==> src/rtl/fetch_pkg.sv <==
`default_nettype none
// ============================================================================
// Module      : fetch_pkg
// Description : Shared types and constants for the instruction fetch stage.
// Revision    : 1.0 - initial release
// ============================================================================
package fetch_pkg;

    localparam int XLEN = 32;

    localparam logic [XLEN-1:0] PC_STEP = 32'd4;

    typedef struct packed {
        logic [XLEN-1:0] instr;
        logic [XLEN-1:0] pc;
    } fetch_entry_t;

    function automatic logic [XLEN-1:0] align_pc(input logic [XLEN-1:0] pc);
        return {pc[XLEN-1:2], 2'b00};
    endfunction

endpackage

`default_nettype wire

==> src/rtl/fetch_fifo.sv <==
`default_nettype none
// ============================================================================
// Module      : fetch_fifo
// Description : Synchronous FIFO of fetch entries with flush and head output.
// Revision    : 1.0 - initial release
// ============================================================================
module fetch_fifo
    import fetch_pkg::*;
#(
    parameter int DEPTH = 4
) (
    input  logic                         clk,
    input  logic                         rst_n,
    input  logic                         i_push,
    input  logic                         i_pop,
    input  logic                         i_flush,
    input  fetch_entry_t                 i_data,
    output fetch_entry_t                 o_head,
    output logic [$clog2(DEPTH+1)-1:0]   o_count
);

    localparam int c_CW = $clog2(DEPTH + 1);
    localparam int c_PW = $clog2(DEPTH);

    fetch_entry_t    r_mem [DEPTH];
    logic [c_PW-1:0] r_wptr;
    logic [c_PW-1:0] r_rptr;
    logic [c_CW-1:0] r_count;

    // Storage has no reset; only the pointers and count qualify its contents.
    always_ff @(posedge clk) begin
        if (i_push && !i_flush) begin
            r_mem[r_wptr] <= i_data;
        end
    end

    always_ff @(posedge clk or negedge rst_n) begin
        if (!rst_n) begin
            r_wptr  <= '0;
            r_rptr  <= '0;
            r_count <= '0;
        end else if (i_flush) begin
            r_wptr  <= '0;
            r_rptr  <= '0;
            r_count <= '0;
        end else begin
            if (i_push) begin
                r_wptr <= r_wptr + c_PW'(1);
            end
            if (i_pop) begin
                r_rptr <= r_rptr + c_PW'(1);
            end
            r_count <= r_count + c_CW'(i_push) - c_CW'(i_pop);
        end
    end

    assign o_head  = r_mem[r_rptr];
    assign o_count = r_count;

endmodule

`default_nettype wire

==> src/rtl/instr_fetch.sv <==
`default_nettype none
// ============================================================================
// Module      : instr_fetch
// Description : Credit-based instruction fetch with prefetch queue and
//               redirect squash. Optional macro IFETCH_BYPASS_EN enables a
//               zero-latency path from memory response to the core.
// Revision    : 1.0 - initial release
// ============================================================================
module instr_fetch
    import fetch_pkg::*;
#(
    parameter int              DEPTH    = 4,
    parameter logic [XLEN-1:0] RESET_PC = 32'h0000_0000
) (
    input  logic            clk,
    input  logic            reset,
    output logic            imem_req_valid,
    input  logic            imem_req_ready,
    output logic [XLEN-1:0] imem_addr,
    input  logic            imem_rsp_valid,
    input  logic [XLEN-1:0] imem_rsp_data,
    input  logic            redirect_valid,
    input  logic [XLEN-1:0] redirect_pc,
    output logic            instr_valid,
    input  logic            instr_ready,
    output logic [XLEN-1:0] instr,
    output logic [XLEN-1:0] pc
);

    localparam int c_CW = $clog2(DEPTH + 1);
    localparam int c_DW = c_CW + 1;

    logic [XLEN-1:0] r_fpc;
    logic [XLEN-1:0] r_rpc;
    logic [c_CW-1:0] r_outstanding;
    logic [c_DW-1:0] r_discard;

    logic [c_CW-1:0] w_count;
    fetch_entry_t    w_head;
    fetch_entry_t    w_rsp_entry;
    logic            w_credits_ok;
    logic            w_accept;
    logic            w_drop;
    logic            w_keep;
    logic            w_bypass;
    logic            w_push;
    logic            w_pop;
    logic            w_nonempty;

    assign w_credits_ok   = ({1'b0, r_outstanding} + {1'b0, w_count}) < c_DW'(DEPTH);
    assign imem_req_valid = reset && w_credits_ok && !redirect_valid;
    assign imem_addr      = r_fpc;
    assign w_accept       = imem_req_valid && imem_req_ready;

    assign w_drop      = (r_discard != '0);
    assign w_keep      = imem_rsp_valid && !w_drop && !redirect_valid;
    assign w_rsp_entry = '{instr: imem_rsp_data, pc: r_rpc};
    assign w_nonempty  = (w_count != '0);

`ifdef IFETCH_BYPASS_EN
    assign w_bypass = !w_nonempty && w_keep;
`else
    assign w_bypass = 1'b0;
`endif

    assign instr_valid = w_nonempty || w_bypass;
    assign w_pop       = w_nonempty && instr_ready && !redirect_valid;
    assign w_push      = w_keep && !(w_bypass && instr_ready);

    always_comb begin
        instr = '0;
        pc    = '0;
        if (w_nonempty) begin
            instr = w_head.instr;
            pc    = w_head.pc;
        end else if (w_bypass) begin
            instr = w_rsp_entry.instr;
            pc    = w_rsp_entry.pc;
        end
    end

    // Squashed reads move from the live count into the discard count, so
    // credits only ever cover reads that will land in the queue.
    always_ff @(posedge clk or negedge reset) begin
        if (!reset) begin
            r_fpc         <= RESET_PC;
            r_rpc         <= RESET_PC;
            r_outstanding <= '0;
            r_discard     <= '0;
        end else if (redirect_valid) begin
            r_fpc         <= align_pc(redirect_pc);
            r_rpc         <= align_pc(redirect_pc);
            r_outstanding <= '0;
            r_discard     <= c_DW'(r_outstanding) + r_discard - c_DW'(imem_rsp_valid);
        end else begin
            if (w_accept) begin
                r_fpc <= r_fpc + PC_STEP;
            end
            if (imem_rsp_valid && w_drop) begin
                r_discard <= r_discard - c_DW'(1);
            end
            if (imem_rsp_valid && !w_drop) begin
                r_rpc <= r_rpc + PC_STEP;
            end
            r_outstanding <= r_outstanding + c_CW'(w_accept)
                           - c_CW'(imem_rsp_valid && !w_drop);
        end
    end

    fetch_fifo #(
        .DEPTH (DEPTH)
    ) u_fifo (
        .clk     (clk),
        .rst_n   (reset),
        .i_push  (w_push),
        .i_pop   (w_pop),
        .i_flush (redirect_valid),
        .i_data  (w_rsp_entry),
        .o_head  (w_head),
        .o_count (w_count)
    );

endmodule

`default_nettype wire

==> config.mk <==
export PLATFORM = sky130hd
export DESIGN_NAME = instr_fetch
export DESIGN_NICKNAME = d
export VERILOG_FILES = /design/src/rtl/fetch_pkg.sv /design/src/rtl/fetch_fifo.sv /design/src/rtl/instr_fetch.sv
export SDC_FILE = /design/constraint.sdc
export NUM_CORES = 1
export LEC_CHECK = 0
export ABC_CLOCK_PERIOD_IN_PS = 2940
export CAP_MARGIN = 20
export CELL_PAD_IN_SITES_DETAIL_PLACEMENT = 0
export CELL_PAD_IN_SITES_GLOBAL_PLACEMENT = 2
export CORE_MARGIN = 2
export CORE_UTILIZATION = 36
export CTS_BUF_LIST = sky130_fd_sc_hd__clkbuf_8 sky130_fd_sc_hd__clkbuf_16
export DETAILED_ROUTE_END_ITERATION = 8
export MAX_ROUTING_LAYER = met4
export PLACE_DENSITY_LB_ADDON = 0.1
export SYNTH_ARGS = -nofsm -noshare
export SYNTH_HDL_FRONTEND = slang
export SYNTH_SLANG_ARGS = --single-unit
export TNS_END_PERCENT = 20
==> constraint.sdc <==
create_clock -name clk -period 2.94 [get_ports clk]
set_input_delay 0.588 -clock clk [delete_from_list [all_inputs] [get_ports clk]]
set_output_delay 0.588 -clock clk [all_outputs]
set_load 0.01 [all_outputs]
; ---- Yosys cells after proc, flatten, opt, wreduce, memory -nomap -nowiden
; Memories as Yosys holds them, arrays and structs flattened.
; Index checks and enable logic that the tools add are counted.
[word_totals]
register_bits = 78
latchBits = 0
mem_bits_rw = 256
rom_bits = 0
inputBits = 70
n_memories = 1
[op_classes]
add_sub_neg = 12
multipliers = 0
div = 0
magnitude_cmp = 1
eq_ne = 0
shifts = 0
mux = 16
bitwise_logic = 0
reduce_logical = 18
[memory_table]
columns = name, depth, word_bits, rd, rd_ports_with_merged_regs, wr, line_no
row1 = u_fifo.r_mem, 4, 64, 1, 0, 1, fetch_fifo.sv:25  ; fetch_entry_t r_mem [DEPTH];
[ops]
columns = operator, count
row1 = $mux W32, 6
row2 = $add A32 B3 Y32 const B, 2
row3 = $reduce_bool A2 Y1, 5
row4 = $logic_and A1 B1 Y1, 9
row5 = $mux W2, 4
row6 = $mux W4, 2
row7 = $add A3 B1 Y3, 2
row8 = $mux W3, 2
row9 = $sub A3 B1 Y3, 2
row10 = $add A2 B1 Y2 const B, 2
row11 = $add A3 B3 Y4, 1
row12 = $add A3 B4 Y4, 1
row13 = $lt A4 B3 Y1 const B, 1
row14 = $reduce_bool A4 Y1, 1
row15 = $sub A4 B1 Y4, 1
row16 = $sub A4 B1 Y4 const B, 1
row17 = $reduce_bool A3 Y1, 1
row18 = $logic_not A1 Y1, 2
row19 = $mux W1, 2

; ---- Logic depth before layout (Yosys ltp)
[depth]
word_depth = 8
mapped_depth = 13
ltp_nobuf = 12

; ---- Hierarchy
; Synthesis repeated with hierarchy kept, for this count alone.
[hier_totals]
hier_cells = 874
area_unflattened_um2 = 14116.0
[modules_own_cells]
columns = mod, instances, cells_per_inst, area_per_inst_um2, seq_area_each_um2
row1 = fetch_fifo, 1, 372, 9688.0, 7862.5
row2 = instr_fetch, 1, 502, 4428.0, 1676.6

; ---- Worst setup path before layout
; No wires, ideal clock.
[synth_timing]
kind = input-to-reg
from = input redirect_valid
to = memory u_fifo.r_mem[0][10] (netlist bit), enable pin
setup_ns = 0.427
arrival_ns = 2.627
required_time_ns = 2.513
setup_slack_ns = -0.113
stages = 4
cell_sequence = buf_2 clkbuf_1 nor2_1 and2_1
[synth_between]
elab_chain_cells = 5
[synth_lines]
columns = item, line_no
row1 = start: declaration, instr_fetch.sv:22  ; input logic redirect_valid,
row2 = $logic_not A1 Y1 (*), "fetch_fifo.sv:32, instr_fetch.sv:56"
row3 = $logic_and A1 B1 Y1, instr_fetch.sv:56  ; assign w_keep = imem_rsp_valid && !w_drop && !redirect_valid;
row4 = $logic_and A1 B1 Y1 (*), fetch_fifo.sv:32  ; if (i_push && !i_flush) begin
row5 = $mux W1 (*), fetch_fifo.sv:32
row6 = $mux W1 (not written as such) (*), fetch_fifo.sv:33  ; r_mem[r_wptr] <= i_data;
row7 = end: declaration, fetch_fifo.sv:25
; Mark *: on every way between the ends. The rest lies on a longest branch, timed or not.

; ---- Worst setup path in the final report
[layout_timing]
from = register u_fifo.r_rptr[0]
to = output pc[23]
[layout_between]
elab_chain_cells = 2
[layout_lines]
columns = item, line_no
row1 = start: declaration, fetch_fifo.sv:27  ; logic [c_PW-1:0] r_rptr;
row2 = start signal: assignment, fetch_fifo.sv:51  ; r_rptr <= r_rptr + c_PW'(1);
row3 = $mem_v2 Z4 W64, --
row4 = $mux W32, instr_fetch.sv:73  ; if (w_nonempty) begin
row5 = end: declaration, instr_fetch.sv:27  ; output logic [XLEN-1:0] pc
; Every way passes these cells.

==> results.md <==
* Synth top area share at 54.4%
* CTS Buf Count at 37
* Critical path class: reg2out
* Final hold viol count at 0
* Sequential fraction of the synthesis area at 67.9%
* DR vias at 7770
* Max_slew headroom at 42.1%
* Syn avg cell area at 16.0 um2
* Max-slew violation count at 0
* Met2 wire len at 14500 um
* Worst reg2reg setup slack at 0.44 ns
* Std-Cell Rows at 71
* Final worst-path cycle share at 97.1%
* Dominant cells by area after synthesis: edfxtp_1 (54%), dfrtp_1 (14%), mux4_2 (10%)
* Unique masters post-synth at 46
* Placed instance area at 16200 um2
* Reg2reg start: u_fifo.o_count[0]$_DFF_PN0_
* CP cell instances: buf_12, buf_16, mux4_2, and2_1, dlygate4sd2_1
* GRT overflow at 0
* RSZ-0062 raised after global routing: yes
* Wire per inst at 19.8 um
* Clock transition at path regs at 0.06 ns
* Finish-stage setup viols at 0
* VDD IR-drop max at 0.000408 V
* Filler instances at 3350
* Delay of the slowest critical-path stage at 0.53 ns
* Starting Density at 36.4%
* Seq cells post-synth at 322
* Synthesized cell area at 13700 um2
* Total GRT Usage at 16.7%
* CP startpoint kind: flop
* Detail Placement HPWL at 20200 um
* # clock sinks at 322
* Cell count after synthesis at 857
* Vias/cell at 4.87
* Highest routed layer: met4
* Final WL at 31600 um
* Status: finished, final reports clean
* Hold_ws at 0.220 ns
* Fraction of layout cells with a size suffix above 1 at 16.4%
* Hold crit path type: in2async
* Fmax at 350 MHz
* Crit path time final at 2.86 ns
* Die ar. at 39600 um2
* Ys async rst share at 23.0%
* R2r worst-path depth at 11
* Most common cell in the synthesized netlist: edfxtp_1
* Hold Buf Count CTS at 0
* Die height at 199 um
* PD cells at 759 nW/um2
* Largest net degree at the start of global routing at 66
* Port bufs at 161
* DRT met1 WL at 15300 um
* Met3 WL post-DR at 1280 um
* Chip Width at 199 um
* Placer Congestion at 0.754
* Power Total at 13.1 mW
* Area growth, synth to finish at 26.5%
* Drt first pass iters at 8
* Initial antenna violation count at 0
* Core ar. at 37600 um2
* Reg2reg end: u_fifo.o_count[2]$_DFF_PN0_
* Synth area leader: edfxtp_1
* Worst-margin pin slew at 0.866 ns
* Total of max-cap violations at 0
* # DRC at 0
* Clock Latency Late Sink at 0.52 ns
* First-pass GRT wire length at 48600 um
* Antenna viol nets, final at 0
* H-tree depth at 2
* Clock root buffer: clkbuf_16
* Crit-path max FO at 19
* Post-synth EDFFs at 248
* P_leak at 6.23 nW
* Required @ worst endpoint at 2.35 ns
* Skew final at 0.0173 ns
* Yosys warning total at 0
* I/O pin cnt at 168
* CP Capture Type: primary output
* Primary FF master, synth: edfxtp_1
* DR iter-0 viols at 392
* CTS tree: done
* Most frequent cells after synthesis: edfxtp_1 (248), dfrtp_1 (74), and2_1 (70)
* Worst EP arrival at 2.27 ns
* Vias in the first global route at 8281
* Slowest library cell on the worst path: mux4_2
* Max Buffers Root-to-Sink at 3
* Post-route cell area at 17300 um2
* Nets@finish at 1150
* Antenna Diode Count at 0
[cell type report]
class,instances,area (um2),area share [%]
Multi-Input combinational cell,467,4110,23.7
Clock inverter,25,165,0.954
Tap cell,511,639,3.69
Inverter,29,109,0.629
Clock buffer,40,990,5.72
Sequential cell,322,9300,53.7
Timing Repair Buffer,200,2000,11.5
[cells by family after synthesis]
kind of cell,count (synthesis),share of synthesized area (%)
XOR/XNOR,45,2.88
flip-flops,322,67.9
AND/OR/NAND/NOR,240,9.98
buffers and inverters,71,2.22
AO/OA/AOI/OAI,87,4.00
other,1,0.0274
multiplexers,68,10.7
adder cells (fa/ha/maj),23,2.27
[registers in the layout, summed over array words and instances, names as in the netlist]
name	cells
r_rpc	30
r_discard	4
r_outstanding	3
imem_addr	30
u_fifo.r_rptr	2
u_fifo.r_wptr	2
u_fifo.r_mem	248
u_fifo.o_count	3
[metrics by stage]
step	setup WS [ns]	setup TNS [ns]	util (%)	instances
after detailed placement	0.177	0	43.0	1526
after global routing	-0.0187	-0.0407	46.1	1594
final	0.0840	0	46.1	1594
after CTS	-0.0864	-0.367	45.9	1592
after floorplan	-0.113	-21.04	-	860
after global placement	0.186	0	43.0	1526
[worst max-delay path, delay by kind of cell, from the launching register on]
kind                   cells  cell delay (ns)
buffers and inverters      3             0.60
flip-flops                 1             0.43
multiplexers               1             0.53
AND/OR/NAND/NOR            1             0.17
[repair_timing]
| item | 4_1_cts | 5_1_grt |
|---|---|---|
| buffers inserted | 1 | 1 |
| resized for setup | 58 | 7 |
| gates cloned | 0 | 1 |
| setup endpoints to repair | 60 | 11 |
[worst max path at each step]
| stage | from | to | slack, ns |
|---|---|---|---|
| global placement | imem_rsp_valid | r_rpc[14]$_DFFE_PN0N_ | 0.19 |
| finish | u_fifo.r_rptr[0]$_DFFE_PN0P_ | pc[23] | 0.08 |
| CTS | u_fifo.r_rptr[0]$_DFFE_PN0P_ | pc[6] | -0.09 |
| detailed placement | imem_rsp_valid | r_rpc[14]$_DFFE_PN0N_ | 0.18 |
| global route | u_fifo.r_rptr[0]$_DFFE_PN0P_ | pc[7] | -0.02 |
| floorplan | redirect_valid | u_fifo.r_mem[1][10]$_DFFE_PP_ | -0.11 |
[cells in the final DEF, fill, tap and decap left out, types with 3 or more instances in the layout]
cell type        count
a21boi_0             5
a21oi_1              4
a31o_2               3
a31oi_1              5
and2_1              66
and2_2               4
and3_1               8
buf_12              10
buf_4               27
clkbuf_16           40
clkdlybuf4s15_1      5
clkdlybuf4s50_1    102
clkinv_1             8
clkinv_2             4
conb_1               4
dfrtp_1             72
dlygate4sd2_1       52
edfxtp_1           248
fa_1                 3
ha_1                20
inv_1               36
mux2_2               4
mux4_2              62
nand2_1             58
nand2b_1             4
nand3_1             32
nand4_1             17
nor2_1              27
nor3_1               3
nor4_4               6
o211ai_1            13
o21ai_0             43
o311ai_0            11
xnor2_1             17
xor2_1              28
[layer usage]
layer	vias to the layer above	track usage (%)
met4	0	3.98
met3	42	2.87
met2	185	26.2
li1	3654	-
met1	3889	22.9
met5	-	-
[where the power goes]
part / switching, mW / total [mW] / internal [mW]
combinational: 1.63 / 3.41 / 1.78
sequential: 0.246 / 5.40 / 5.15
clock: 1.74 / 4.33 / 2.59
total: 3.62 / 13.1 / 9.52
(Power assumes the default switching activity.)
